<file path="src/rtl/clock_enable_gen.sv">
// Purpose: CHANNELS fractional clock-enable streams at clock*mul/div; optional ne phase under CLOCK_NE_EN.
// Latency: pe/ne registered, decided from current acc; first pe of mul=1/div=8 on 8th edge after ready.
// Backpressure: none; loads accepted every cycle, bad loads flagged by a one-cycle err pulse.
module clock_enable_gen #(
    parameter int CHANNELS = 2,
    parameter int MW       = 8,
    parameter int MUL_INIT = 1,
    parameter int DIV_INIT = 8,
    parameter int SETTLE   = 16,
    localparam int CH_W    = (CHANNELS > 1) ? $clog2(CHANNELS) : 1
) (
    input  logic                clock,
    input  logic                reset,
    input  logic                load,
    input  logic [CH_W-1:0]     ch,
    input  logic [MW-1:0]       mul,
    input  logic [MW-1:0]       div,
    output logic                err,
    output logic                ready,
    output logic [CHANNELS-1:0] pe,
    output logic [CHANNELS-1:0] ne
);

    typedef struct packed {
        logic [MW-1:0] mul;
        logic [MW-1:0] div;
    } ratio_t;

    logic [7:0] settle_q;
    logic       load_ok;

    // mul<=div together with acc<div keeps acc+mul within MW+1 bits
    assign load_ok = load && (32'(ch) < 32'(CHANNELS)) && (div != '0) && (mul <= div);

    always_ff @(posedge clock) begin
        if (!reset) begin
            settle_q <= '0;
            ready    <= 1'b0;
            err      <= 1'b0;
        end else begin
            err <= load && !load_ok;
            if (!ready) begin
                settle_q <= settle_q + 8'd1;
                if (settle_q + 8'd1 == 8'(SETTLE))
                    ready <= 1'b1;
            end
        end
    end

    for (genvar g = 0; g < CHANNELS; g++) begin : g_ch
        ratio_t        ratio_q;
        logic [MW-1:0] acc_q;
        logic [MW:0]   sum;
        logic          wrap;
        logic          hit;
        logic          pe_q;

        assign hit  = load_ok && (ch == CH_W'(g));
        assign sum  = {1'b0, acc_q} + {1'b0, ratio_q.mul};
        assign wrap = sum >= {1'b0, ratio_q.div};
        assign pe[g] = pe_q;

`ifdef CLOCK_NE_EN
        logic [MW-1:0] half;
        logic          cross;
        logic          ne_q;

        // half-point crossing without wrap puts ne roughly mid-way between pe pulses
        assign half  = ratio_q.div >> 1;
        assign cross = !wrap && (acc_q < half) && (sum >= {1'b0, half});
        assign ne[g] = ne_q;

        always_ff @(posedge clock) begin
            if (!reset)
                ne_q <= 1'b0;
            else if (hit || !ready)
                ne_q <= 1'b0;
            else
                ne_q <= cross;
        end
`endif

        always_ff @(posedge clock) begin
            if (!reset) begin
                ratio_q <= {MW'(MUL_INIT), MW'(DIV_INIT)};
                acc_q   <= '0;
                pe_q    <= 1'b0;
            end else if (hit) begin
                // a load beats a coincident wrap: pulse suppressed, phase restarts
                ratio_q <= {mul, div};
                acc_q   <= '0;
                pe_q    <= 1'b0;
            end else if (!ready) begin
                acc_q <= '0;
                pe_q  <= 1'b0;
            end else begin
                acc_q <= wrap ? MW'(sum - {1'b0, ratio_q.div}) : sum[MW-1:0];
                pe_q  <= wrap;
            end
        end
    end

`ifndef CLOCK_NE_EN
    assign ne = '0;
`endif

endmodule

</file>
<file path="config.mk">
export PLATFORM = sky130hd
export DESIGN_NAME = clock_enable_gen
export DESIGN_NICKNAME = d
export VERILOG_FILES = /design/src/rtl/clock_enable_gen.sv
export SDC_FILE = /design/constraint.sdc
export NUM_CORES = 1
export LEC_CHECK = 0
export CAP_MARGIN = 30
export CORE_MARGIN = 4
export CORE_UTILIZATION = 50
export CTS_BUF_LIST = sky130_fd_sc_hd__clkbuf_16
export CTS_CLUSTER_SIZE = 40
export DETAILED_ROUTE_END_ITERATION = 16
export PLACE_DENSITY = 0.69
export RECOVER_POWER = 100
export SYNTH_ARGS = -nofsm -noshare
export SYNTH_HDL_FRONTEND = slang
export SYNTH_SLANG_ARGS = --single-unit
</file>
<file path="constraint.sdc">
create_clock -name clock -period 6.7 [get_ports clock]
set_clock_uncertainty 0.05 [all_clocks]
set_input_delay 0.67 -clock clock [delete_from_list [all_inputs] [get_ports clock]]
set_output_delay 0.67 -clock clock [all_outputs]
set_load 0.1 [all_outputs]
</file>
==> results.txt <==
R2r setup slk -> 3.04 ns
Kind of critical path -> input port to flop
Fin Setup TNS -> 0 ns
RR Endpoint -> g_ch[1].acc_q[7]$_SDFF_PP0_
Htree depth -> 3
Static Leak -> 1.927 nW
#FFs+latches synth -> 60
Routability congestion estimate -> 0.8769
Syn Area/Cell -> 8.575 um^2
Clock Sink Count -> 60
Final Setup Violations -> 0
Post-Synth Adder-Cell Area -> 13.89%
I/O Buffers -> 23
Clock tree buffer depth -> 2
Yosys warnings -> 0
Hold path start -> g_ch[0].ratio_q[6]$_SDFFE_PN0P_
Power per cell area -> 229.4 mW/mm^2
Initial antenna violation count -> 0
Crit share post-route -> 70.90%
Met1 Resource Use GR -> 33.99%
Type of the most critical hold path -> flop to flop
Vias in the first global route -> 3654
Total GRT Usage -> 22.28%
Die X -> 100.4 um
Core ar. -> 0.008258 mm^2
First-pass GRT wire length -> 17980 um
# Post-CTS Setup Buffers -> 0
Clk Latency, worst-skew pair -> 0.32 ns
Hold path cells -> 2
Sequential share of the synthesized area -> 28.13%
RSZ-0062 raised after global routing -> false
Top Usage Layer GRT -> met1
Placed Instances -> 602
Initial Utilization -> 51.71%
Synth Flop Type -> dfxtp_1
Via count -> 3909
Largest family of logic cells by synthesized area -> compound AO/OA/AOI/OAI gates
Unique masters post-synth -> 55
DRT iter0 DRCs -> 299
Syn Inst Count -> 498
Crit path capture type -> flop
Mux cell area share after synthesis -> 0.9376%
Area grow syn2layout -> 12.48%
Compound-gate portion of the synthesized area -> 30.88%
Die Area -> 0.01008 mm^2
Post-Synth XOR/XNOR Area -> 3.282%
Share of cells above drive strength 1 -> 6.628%
Num rows -> 33
CP Launch Type -> input port
Leading area contributor after synthesis -> dfxtp_1
Die height -> 100.4 um
Root buffer cell -> clkbuf_16
Worst Max-Slew Pin Slew -> 1.830 ns
DRT Pass-1 Iters -> 4
Routed wire per std cell -> 17.43 um
Asr flop ratio synth -> 0%
Final ANT Viol Nets -> 0
Vias per cell -> 6.325
Post-Synth Simple-Gate Area -> 15.68%
# diodes -> 0
GR Overflow Total -> 0
Slew Viols, Final -> 20
Worst r2r src -> g_ch[1].ratio_q[11]$_SDFFE_PN0P_
CTS tree -> yes
Worst-path fanout max -> 19
Hpwl dp -> 8151 um
Area contributors post-synth -> dfxtp_1, ha_1, a21oi_1, o31ai_1, nand4_1
Pin count of the biggest net entering global routing -> 33
Slew headroom -> -23.57%
Max-cap violations -> 2
Worst Path Arrival -> 4.81 ns
Peak Freq -> 210.5 MHz
Status -> finished, violations left
Cts hold-fix bufs -> 0
FF-to-FF path depth -> 12
Num CTS Buffers -> 9
Post-Layout Cell Count -> 618
EDFF count, synth -> 0
Final net count -> 573
Drc violations -> 0
Final Hold Viols -> 0
Maximum vdd drop -> 0.1506 mV
CP required -> 6.76 ns
Met3 Resource Use GR -> 3.753%
Drt total wl -> 10770 um
Fillcell total -> 739
I/O pin count -> 26
Resized cells post-CTS -> 0
Mapped Area -> 0.004270 mm^2
Worst Hold Endpoint -> g_ch[0].ratio_q[6]$_SDFFE_PN0P_
Minimum clock period -> 4.750 ns
Failing checks -> capacitance limit, slew limit
Area share of the largest cell type after synthesis -> 28.13%
Clock-pin transition on the worst setup and hold timing paths -> 0.05 ns
GRT met2 Usage -> 31.70%
[how the worst max path moves through the flow]
stage / startpoint / to / slack [ns] / cells after the start
final: div[7] / g_ch[1].acc_q[3]$_SDFF_PP0_ / 1.95 / 9
after global routing: div[7] / g_ch[1].acc_q[3]$_SDFF_PP0_ / 1.75 / 9
after CTS: g_ch[1].ratio_q[11]$_SDFFE_PN0P_ / g_ch[1].acc_q[7]$_SDFF_PP0_ / 3.12 / 12
after detailed placement: div[7] / g_ch[0].acc_q[0]$_SDFF_PP0_ / 3.10 / 9
after global placement: div[7] / g_ch[0].ratio_q[1]$_SDFFE_PN0P_ / 3.15 / 8
after floorplan: g_ch[0].ratio_q[8]$_SDFFE_PN1P_ / g_ch[0].acc_q[0]$_SDFF_PP0_ / 3.63 / 11
[kinds of logic (layout without fill, tap and decap cells)]
kind of cell,after synthesis,in the layout
AOI/OAI and AO/OA,188,188
and+or+nand+nor,117,117
buffers and inverters,67,81
DFF,60,60
adders and majority gates,45,45
xor gates and xnor gates,16,16
muxes,4,4
other,1,2
[final cells by class]
type                    count  area, um^2  area share [%]
multi-input cells         372        2731           56.86
flip-flops and latches     60        1201           25.01
repair buffers             27       256.5           5.340
clock buffers               9       225.2           4.689
inverters                  38       142.6           2.970
well taps                 105       131.4           2.735
clock inverters             7       115.1           2.396
[routing by layer]
| metal | vias up | wire length [um] |
|---|---|---|
| li1 | 1936 | - |
| met1 | 1839 | 5460 |
| met2 | 119 | 4474 |
| met3 | 15 | 661 |
| met4 | 0 | 178 |
| met5 | - | 0 |
[flip-flops by register name (all words and copies together), names as in the netlist]
register	flops
g_ch.ratio_q	32
g_ch.acc_q	16
settle_q	8
g_ch.pe_q	2
err	1
ready	1
[layout by cell type, fill, tap and decap left out, types with 4 or more instances in the layout]
cell type	n
dfxtp_1	60
a21oi_1	59
ha_1	41
inv_1	37
nand4_1	35
o31ai_1	29
o21ai_0	22
nor2_1	17
clkdlybuf4s50_1	17
a211oi_1	15
nand3_1	13
nand2_1	11
a21o_1	10
o211ai_1	9
xor2_1	9
clkbuf_16	9
a211o_1	7
or4_1	7
xnor2_1	7
o311ai_0	6
nor2b_1	6
dlygate4sd3_1	6
o21a_1	5
nor3_1	5
mux2i_1	4
nor4_1	4
a31oi_1	4
nand3b_1	4
fa_1	4
[per-stage QoR]
| stage | setup WS (ns) | util (%) | power, W | hold slack (ns) | instance area [um^2] |
|---|---|---|---|---|---|
| 2_1_floorplan | 3.633 | - | 0.0005314 | 0.3983 | 4274 |
| 3_3_place_gp | 3.148 | 54.44 | 0.0005787 | 0.4106 | 4496 |
| 3_5_place_dp | 3.098 | 54.95 | 0.0005852 | 0.4145 | 4538 |
| 4_1_cts | 3.122 | 59.08 | 0.001106 | 0.4220 | 4878 |
| 5_1_grt | 1.749 | 58.17 | 0.001145 | 0.4406 | 4803 |
| 6_report | 1.950 | 58.17 | 0.001102 | 0.4182 | 4803 |
[worst max-delay path, stage by stage]
cell and delay [ns]:
dlygate4sd3_1 0.69, inv_1 0.08, ha_1 0.32, nand4_1 0.25, nor2_1 0.34, nor2b_1 0.31, clkbuf_1 0.43, o311ai_0 1.58
a21oi_1 0.12
[power breakdown]
part	switching (W)	internal, W
Combinational	0.000129	0.0000730
Clock	0.000163	0.000361
Sequential	0.00000783	0.000368
[synth_stat cells, drive strengths merged, types with 4 or more instances]
library cell and number:
a21oi 61, dfxtp 60, ha 41, inv 37, nand4 35, o31ai 30, o21ai 25, a211oi 18
nor2 17, clkbuf 15, buf 14, nand3 13, nand2 11, a21o 10, o211ai 9, xor2 9
or4 8, a211o 7, xnor2 7, a31oi 6, nor2b 6, o311ai 6, nor3 5, o21a 5
fa 4, mux2i 4, nand3b 4, nor4 4
(Power assumes the default switching activity.)
